### config.mk
export PLATFORM = sky130hd
export DESIGN_NAME = count_bcd_display_flat
export DESIGN_NICKNAME = d
export VERILOG_FILES = /design/src/rtl/count_bcd_display_if.sv /design/src/rtl/count_bcd_display.sv /design/src/flat_wrapper.sv
export SDC_FILE = /design/constraint.sdc
export NUM_CORES = 1
export LEC_CHECK = 0
export BUFFER_PORTS_ARGS = -buffer_cell sky130_fd_sc_hd__buf_2
export CORE_UTILIZATION = 35
export DETAILED_ROUTE_END_ITERATION = 10
export PLACE_DENSITY = 0.56
export SLEW_MARGIN = 0
export SYNTH_ARGS = -nofsm -noshare
export SYNTH_HDL_FRONTEND = slang
export SYNTH_SLANG_ARGS = --single-unit
### constraint.sdc
create_clock -name clk -period 3.45 [get_ports clk]
set_input_delay 0.1725 -clock clk [delete_from_list [all_inputs] [get_ports clk]]
set_output_delay 0.1725 -clock clk [all_outputs]
set_load 0.005 [all_outputs]
### src/rtl/count_bcd_display_if.sv
// count_bcd_display_if: request/result bundle for the BCD converter.
//   value : 8-bit binary operand from the requester
//   load  : conversion request
//   busy  : conversion in progress
//   done  : one-cycle pulse on result commit
//   bcd   : committed result {hundreds, tens, ones}
interface count_bcd_display_if;
  logic [7:0]  value;
  logic        load;
  logic        busy;
  logic        done;
  logic [11:0] bcd;

  modport master (output value, output load, input busy, input done, input bcd);
  modport slave  (input value, input load, output busy, output done, output bcd);
endinterface

### src/rtl/count_bcd_display.sv
// count_bcd_display: serial double-dabble binary-to-BCD converter with a
// multiplexed three-digit seven-segment display of the committed result.
//   clk  : rising-edge clock
//   rst  : synchronous active-high reset
//   bus  : slave side of count_bcd_display_if (value/load in, busy/done/bcd out)
//   seg  : segments {g,f,e,d,c,b,a}, active-high, combinational from bcd and digit
//   an   : one-hot digit enable, [0] ones, [1] tens, [2] hundreds
module count_bcd_display #(
  parameter int unsigned SCAN_DIV = 12000,
  parameter bit          BLANK    = 1'b1
) (
  input  logic                 clk,
  input  logic                 rst,
  count_bcd_display_if.slave   bus,
  output logic [6:0]           seg,
  output logic [2:0]           an
);

  localparam int unsigned PW = $clog2(SCAN_DIV);

  typedef enum logic [1:0] {IDLE, SHIFT, DONE} state_t;

  state_t        state_q, state_d;
  logic [7:0]    bin_q, bin_d;
  logic [11:0]   scratch_q, scratch_d;
  logic [2:0]    cnt_q, cnt_d;
  logic          busy_q, busy_d;
  logic          done_q, done_d;
  logic [11:0]   bcd_q, bcd_d;
  logic [PW-1:0] pre_q, pre_d;
  logic [1:0]    dig_q, dig_d;

  logic [11:0]   adj;
  logic [19:0]   sh;
  logic [3:0]    nib;
  logic          blank_dig;

  // State register.
  always_ff @(posedge clk) begin
    if (rst) begin
      state_q   <= IDLE;
      bin_q     <= '0;
      scratch_q <= '0;
      cnt_q     <= '0;
      busy_q    <= 1'b0;
      done_q    <= 1'b0;
      bcd_q     <= '0;
      pre_q     <= '0;
      dig_q     <= '0;
    end else begin
      state_q   <= state_d;
      bin_q     <= bin_d;
      scratch_q <= scratch_d;
      cnt_q     <= cnt_d;
      busy_q    <= busy_d;
      done_q    <= done_d;
      bcd_q     <= bcd_d;
      pre_q     <= pre_d;
      dig_q     <= dig_d;
    end
  end

  // Double-dabble correction: +3 on every nibble >= 5 before the shift.
  always_comb begin
    adj = scratch_q;
    for (int k = 0; k < 3; k++) begin
      if (scratch_q[4*k +: 4] >= 4'd5) adj[4*k +: 4] = scratch_q[4*k +: 4] + 4'd3;
    end
    sh = {adj, bin_q} << 1;
  end

  // Conversion FSM next-state and outputs.
  always_comb begin
    state_d   = state_q;
    bin_d     = bin_q;
    scratch_d = scratch_q;
    cnt_d     = cnt_q;
    busy_d    = busy_q;
    done_d    = 1'b0;
    bcd_d     = bcd_q;
    case (state_q)
      IDLE: begin
        // The done cycle is still IDLE; a load there is deliberately dropped.
        if (bus.load && !done_q) begin
          bin_d     = bus.value;
          scratch_d = '0;
          cnt_d     = '0;
          busy_d    = 1'b1;
          state_d   = SHIFT;
        end
      end
      SHIFT: begin
        scratch_d = sh[19:8];
        bin_d     = sh[7:0];
        cnt_d     = cnt_q + 3'd1;
        if (cnt_q == 3'd7) state_d = DONE;
      end
      DONE: begin
        bcd_d   = scratch_q;
        done_d  = 1'b1;
        busy_d  = 1'b0;
        state_d = IDLE;
      end
      default: state_d = IDLE;
    endcase
  end

  // Free-running digit scan, independent of the converter.
  always_comb begin
    pre_d = pre_q + PW'(1);
    dig_d = dig_q;
    if (pre_q == PW'(SCAN_DIV - 1)) begin
      pre_d = '0;
      dig_d = (dig_q == 2'd2) ? 2'd0 : dig_q + 2'd1;
    end
  end

  // Digit select, leading-zero blanking and segment decode.
  always_comb begin
    an        = 3'b001 << dig_q;
    nib       = bcd_q[3:0];
    blank_dig = 1'b0;
    case (dig_q)
      2'd1: begin
        nib       = bcd_q[7:4];
        blank_dig = BLANK && (bcd_q[11:4] == 8'h00);
      end
      2'd2: begin
        nib       = bcd_q[11:8];
        blank_dig = BLANK && (bcd_q[11:8] == 4'h0);
      end
      default: ;
    endcase
    case (nib)
      4'd0:    seg = 7'h3F;
      4'd1:    seg = 7'h06;
      4'd2:    seg = 7'h5B;
      4'd3:    seg = 7'h4F;
      4'd4:    seg = 7'h66;
      4'd5:    seg = 7'h6D;
      4'd6:    seg = 7'h7D;
      4'd7:    seg = 7'h07;
      4'd8:    seg = 7'h7F;
      4'd9:    seg = 7'h6F;
      default: seg = 7'h00;
    endcase
    if (blank_dig) seg = 7'h00;
  end

  assign bus.busy = busy_q;
  assign bus.done = done_q;
  assign bus.bcd  = bcd_q;

endmodule

### src/flat_wrapper.sv
// flat-port wrapper written by rule: the top's interface ports become plain ports
module count_bcd_display_flat 
#(
  parameter int unsigned SCAN_DIV = 12000,
  parameter bit          BLANK    = 1'b1
)
  (clk, rst, seg, an, bus_value, bus_load, bus_busy, bus_done, bus_bcd);
  count_bcd_display_if bus_i ();
  input  logic clk;
  input  logic rst;
  output logic [6:0] seg;
  output logic [2:0] an;
  input wire logic [$bits(bus_i.value)-1:0] bus_value;
  input wire logic [$bits(bus_i.load)-1:0] bus_load;
  output wire logic [$bits(bus_i.busy)-1:0] bus_busy;
  output wire logic [$bits(bus_i.done)-1:0] bus_done;
  output wire logic [$bits(bus_i.bcd)-1:0] bus_bcd;
  assign bus_i.value = bus_value;
  assign bus_i.load = bus_load;
  assign bus_busy = bus_i.busy;
  assign bus_done = bus_i.done;
  assign bus_bcd = bus_i.bcd;
  count_bcd_display #(.SCAN_DIV(SCAN_DIV), .BLANK(BLANK)) u_core (.clk(clk), .rst(rst), .bus(bus_i), .seg(seg), .an(an));
endmodule
* Word-level counts from Yosys, hierarchy flattened
Memories as Yosys holds them, arrays and structs flattened.
Index checks and enable logic that the tools add are counted.
** Operators by class
- Magnitude comparators :: 3
- Multiplexer cells :: 19
- Equality and inequality tests :: 8
- $add $sub $neg :: 6
- Shift-type cells :: 1
- Reduce and logical (&&, ||, !) cells :: 11
** Operators with widths (number)
- 12-bit case mux with 2 select lines :: 1
- 8-bit case mux with 2 select lines :: 1
- 14-bit by 1-bit adder with 14-bit output, second input constant :: 1
- 14-bit equality test, second input constant :: 1
- 4-bit by 3-bit greater-or-equal comparator with 1-bit output, second input constant :: 3
- 12-bit 2-to-1 mux :: 1
- 4-bit by 2-bit adder with 4-bit output, second input constant :: 2
- 8-bit zero test :: 1
- 4-bit 2-to-1 mux :: 2
- 8-bit 2-to-1 mux :: 1
- 4-bit case mux with 2 select lines :: 1
- 7-bit 2-to-1 mux :: 1
- 2-bit 2-to-1 mux :: 3
- 3-bit 2-to-1 mux :: 2
- 3-bit case mux with 2 select lines :: 1
- 2-bit AND reduction :: 3
- 2-bit by 1-bit equality test with 1-bit output, second input constant :: 2
- 2-bit equality test, second input constant :: 2
- 4-bit zero test :: 1
- 2-bit by 1-bit inequality test with 1-bit output, second input constant :: 2
- 1-bit case mux with 2 select lines :: 2
- 2-bit case mux with 2 select lines :: 1
- 2-bit nonzero test :: 2
- 3-bit by 1-bit adder with 3-bit output, second input constant :: 1
- other kinds (9) :: 10
** Word-level totals
- Memory bits (read-only) :: 112
- Output and inout port bits :: 24
- Flip-flop bits (word level) :: 55
- Input bits :: 11
- Memories :: 1
** Memories
- (no name shown) :: words 16, width 7, rd ports 1, clocked after memory_dff 0, wr ports 0, RTL line count_bcd_display.sv:134 : case (nib)

* Logic depth before layout (Yosys ltp)
- Depth after elaboration :: 4
- Gate-level depth with buffers :: 9

* Least setup slack after synthesis
OpenSTA, ideal clock, no wires.
- Path type :: register to output
- From :: register u_core.dig_q[0]
- To :: output port seg[3]
- Data required time :: 3.277 ns
- Path slack :: 1.340 ns
- Data arrival time :: 1.937 ns
- Stages on the path, launching flop included :: 10
- Buffers on the path :: 1
- Cell sequence :: dfxtp_1 > inv_1 > ha_1 > buf_4 > nor2_1 > a21oi_1 > inv_1 > ha_1 > mux2_2 > a21oi_1
** On the way
- Longest elaborated chain between the ends :: 4
- Elaborated cells on any way between the ends :: 6
- Classes of those cells :: eq/ne: 2; mux: 3; memory: 1
** RTL lines
- from (decl) :: RTL line count_bcd_display.sv:31 : logic [1:0] dig_q, dig_d;
- from (signal assigned) :: RTL line count_bcd_display.sv:59 : dig_q <= dig_d;
- 2-bit equality test or 2-bit by 1-bit equality test with 1-bit output (tied branches) :: RTL line count_bcd_display.sv:123 : case (dig_q)
- 4-bit case mux with 2 select lines :: RTL line count_bcd_display.sv:123
- memory read 16 x 7 bit
- 7-bit 2-to-1 mux * :: RTL line count_bcd_display.sv:147 : if (blank_dig) seg = 7'h00;
- to (decl) :: RTL line flat_wrapper.sv:11 : output logic [6:0] seg;
Mark *: on every way between the ends. The rest lies on a longest branch, timed or not.

* Final worst setup path
- From :: register u_core.dig_q[0]
- To :: output port seg[2]
The elaborated chain is that of the path after synthesis.

==> reports/summary.txt <==
status = complete, no violations
CP required = 3280 ps
max incr delay on CP = 720 ps
Filler cells = 834
f_max = 0.352 GHz
post-cts resize count = 0
Post-Place Cells = 458
number of placement rows = 32
CTS H-tree depth = 2
Synth area leader = dfxtp_1
Gate Count Post-Synth = 337
synth cell count leaders = 55 x dfxtp_1, 51 x nand2_1, 45 x nor2_1
Pwr Total = 1.11 mW
most frequent cell after synthesis = dfxtp_1
Layout area overhead = 11.2%
net count reported at finish = 392
Worst Tran Pin Value = 1020 ps
final cycle utilization of the critical path = 82.4%
routed vias = 2268
min-delay worst type = input port to flip-flop
number of flops mapped to enable cells by yosys = 0
CTS tree = yes
CP Capture Type = output port
top_reg_cell synth = dfxtp_1
WP data arrival = 2670 ps
final slew viol count = 0
DRC = 0
starting density of the core = 36.0%
Congestion Overflow GR = 0
Mean Syn Cell Area = 8.20 um^2
clk_skew = 11.9 ps
setup violators final = 0
Leakage = 1.19 nW
Post-Route Setup TNS = 0 ps
Peak VDD IR = 0.144 mV
vias in the first global route = 2120
Hold Path Depth = 3
routability cong. = 0.762
Synth async-reset ratio = 0%
core area = 7690 um^2
Register Area = 1100 um^2
r2r worst-path depth = 4
hold_buf cts = 0
Die ar. = 8260 um^2
FF+latch count, synth = 55
GRT Total Usage = 14.5%
area of the mapped netlist = 2760 um^2
pin count of the biggest net entering global routing = 44
hpwl dp = 3.82 mm
area of the multi-input gates = 1520 um^2
WHS = 99.1 ps
Post-Route WL = 5.53 mm
routed vias/inst = 4.87
Power Density = 360 nW/um^2
Slew headroom = 32.2%
Sink Count = 55
Setup Buffers After CTS = 0
ant diodes = 0
post-synth top area share = 39.8%
CP max FO = 11
Port Buffers = 34
DRT Pass-1 Iters = 4
Seq/Total Area, Yosys = 39.8%
Routed Antenna Nets = 0
RSZ-0062 raised after global routing = false
initial antenna violation count = 0
CP startpoint kind = flip-flop
critical path, cell by cell = inv_1 > ha_1 > mux2i_1 > a21oi_1 > or2_1 > a31oi_1 > buf_2
CP Class = flip-flop to output port
slowest stage cell, crit path = mux2i_1
Root Driver = clkbuf_8
wire per inst = 11.9 um
clock latency on the worst-skew pair = 310 ps
Max-cap violations = 0
first-pass GRT wire length = 9.85 mm
Starting DRT DRC Count = 121
Die Span Y = 90.9 um
Reg clk slew, reported paths = 100 ps
CTS Buf Count = 5
final hold violation count = 0
I/O pin count = 35
clk buf depth = 2
synth unique cells = 46
Yosys Warn Count = 0
die width = 90.9 um
layout cells sized above 1 = 14.6%
Synth area leaders = dfxtp_1 40%, ha_1 8.1%, a21oi_1 7.2%
post-layout min period = 2840 ps
syn_nets = 366
Layout Cells excl Fill = 466
[area by class of cell]
cell class / instances / share of cell area [%]
clock buffers: 7 / 2.81
inverters: 12 / 1.47
clock inverters: 1 / 0.285
repair buffers: 36 / 6.02
flip-flops and latches: 55 / 35.8
well taps: 102 / 4.15
multi-input cells: 253 / 49.5
[cell usage in the layout (no fill, tap or decap), drive strengths merged, types with 6 or more instances in the layout]
master,count
dfxtp,55
nand2,51
nor2,46
a21oi,40
buf,36
ha,18
nand3,16
inv,12
xnor2,12
nor3,7
o21ai,7
a311oi,7
clkbuf,7
mux2i,6
[worst max-delay path, delay by kind of cell, from the launching register on]
| family | cells | cell delay, ps |
|---|---|---|
| mux | 1 | 720 |
| buf+inv | 2 | 210 |
| simple gates | 1 | 290 |
| fa+ha+maj | 1 | 470 |
| compound gates | 2 | 290 |
| flops | 1 | 390 |
[metrics by stage]
stage                     area [um^2]  utilization, %  worst slack [ps]
after floorplan                  2760               -              1340
after global placement           2980            38.8               978
final                            3070            40.0               608
after CTS                        3070            40.0               604
after global routing             3070            40.0               321
after detailed placement         2980            38.8               943
[report_power, final]
| part | internal [mW] | switching [mW] | leakage [nW] |
|---|---|---|---|
| registers | 0.650 | 0.0106 | 0.446 |
| logic | 0.0263 | 0.0475 | 0.695 |
| clock network | 0.165 | 0.207 | 0.0484 |
| total | 0.841 | 0.265 | 1.19 |
[state kept, by name (all words and copies together), names as in the netlist]
name              flops
u_core.scratch_q     12
u_core.bin_q          8
u_core.bus.done       1
u_core.pre_q         14
u_core.cnt_q          3
u_core.state_q        2
u_core.bus.bcd       12
u_core.dig_q          2
u_core.bus.busy       1
[metal layers]
metal | routed length, um | global-route usage, % | vias to the layer above
met2 | 2520 | 23.2 | 17
met4 | 45 | 3.97 | 0
met5 | 0 | 0 | -
li1 | - | - | 1195
met3 | 137 | 3.11 | 5
met1 | 2830 | 19.7 | 1051
[cells by family after synthesis]
kind of cell / count (synthesis) / share of synthesized area [%]
simple gates: 146 / 24.4
fa+ha+maj: 18 / 8.15
xor+xnor: 16 / 5.07
buf+inv: 29 / 5.39
compound gates: 65 / 13.7
flops: 55 / 39.8
mux: 8 / 3.44
[final timing paths]
kind	start	to	slack, ps
hold reg to reg	u_core.pre_q[0]$_SDFF_PP0_	u_core.pre_q[0]$_SDFF_PP0_	470
setup / recovery	u_core.dig_q[0]$_SDFFE_PP0N_	seg[2]	610
setup reg to reg	u_core.state_q[1]$_SDFFE_PP0P_	u_core.scratch_q[4]$_SDFFE_PP0P_	1690
hold / removal	bus_value[0]	u_core.bin_q[0]$_SDFFE_PP0P_	100
Power figures use the tool's default switching activity.
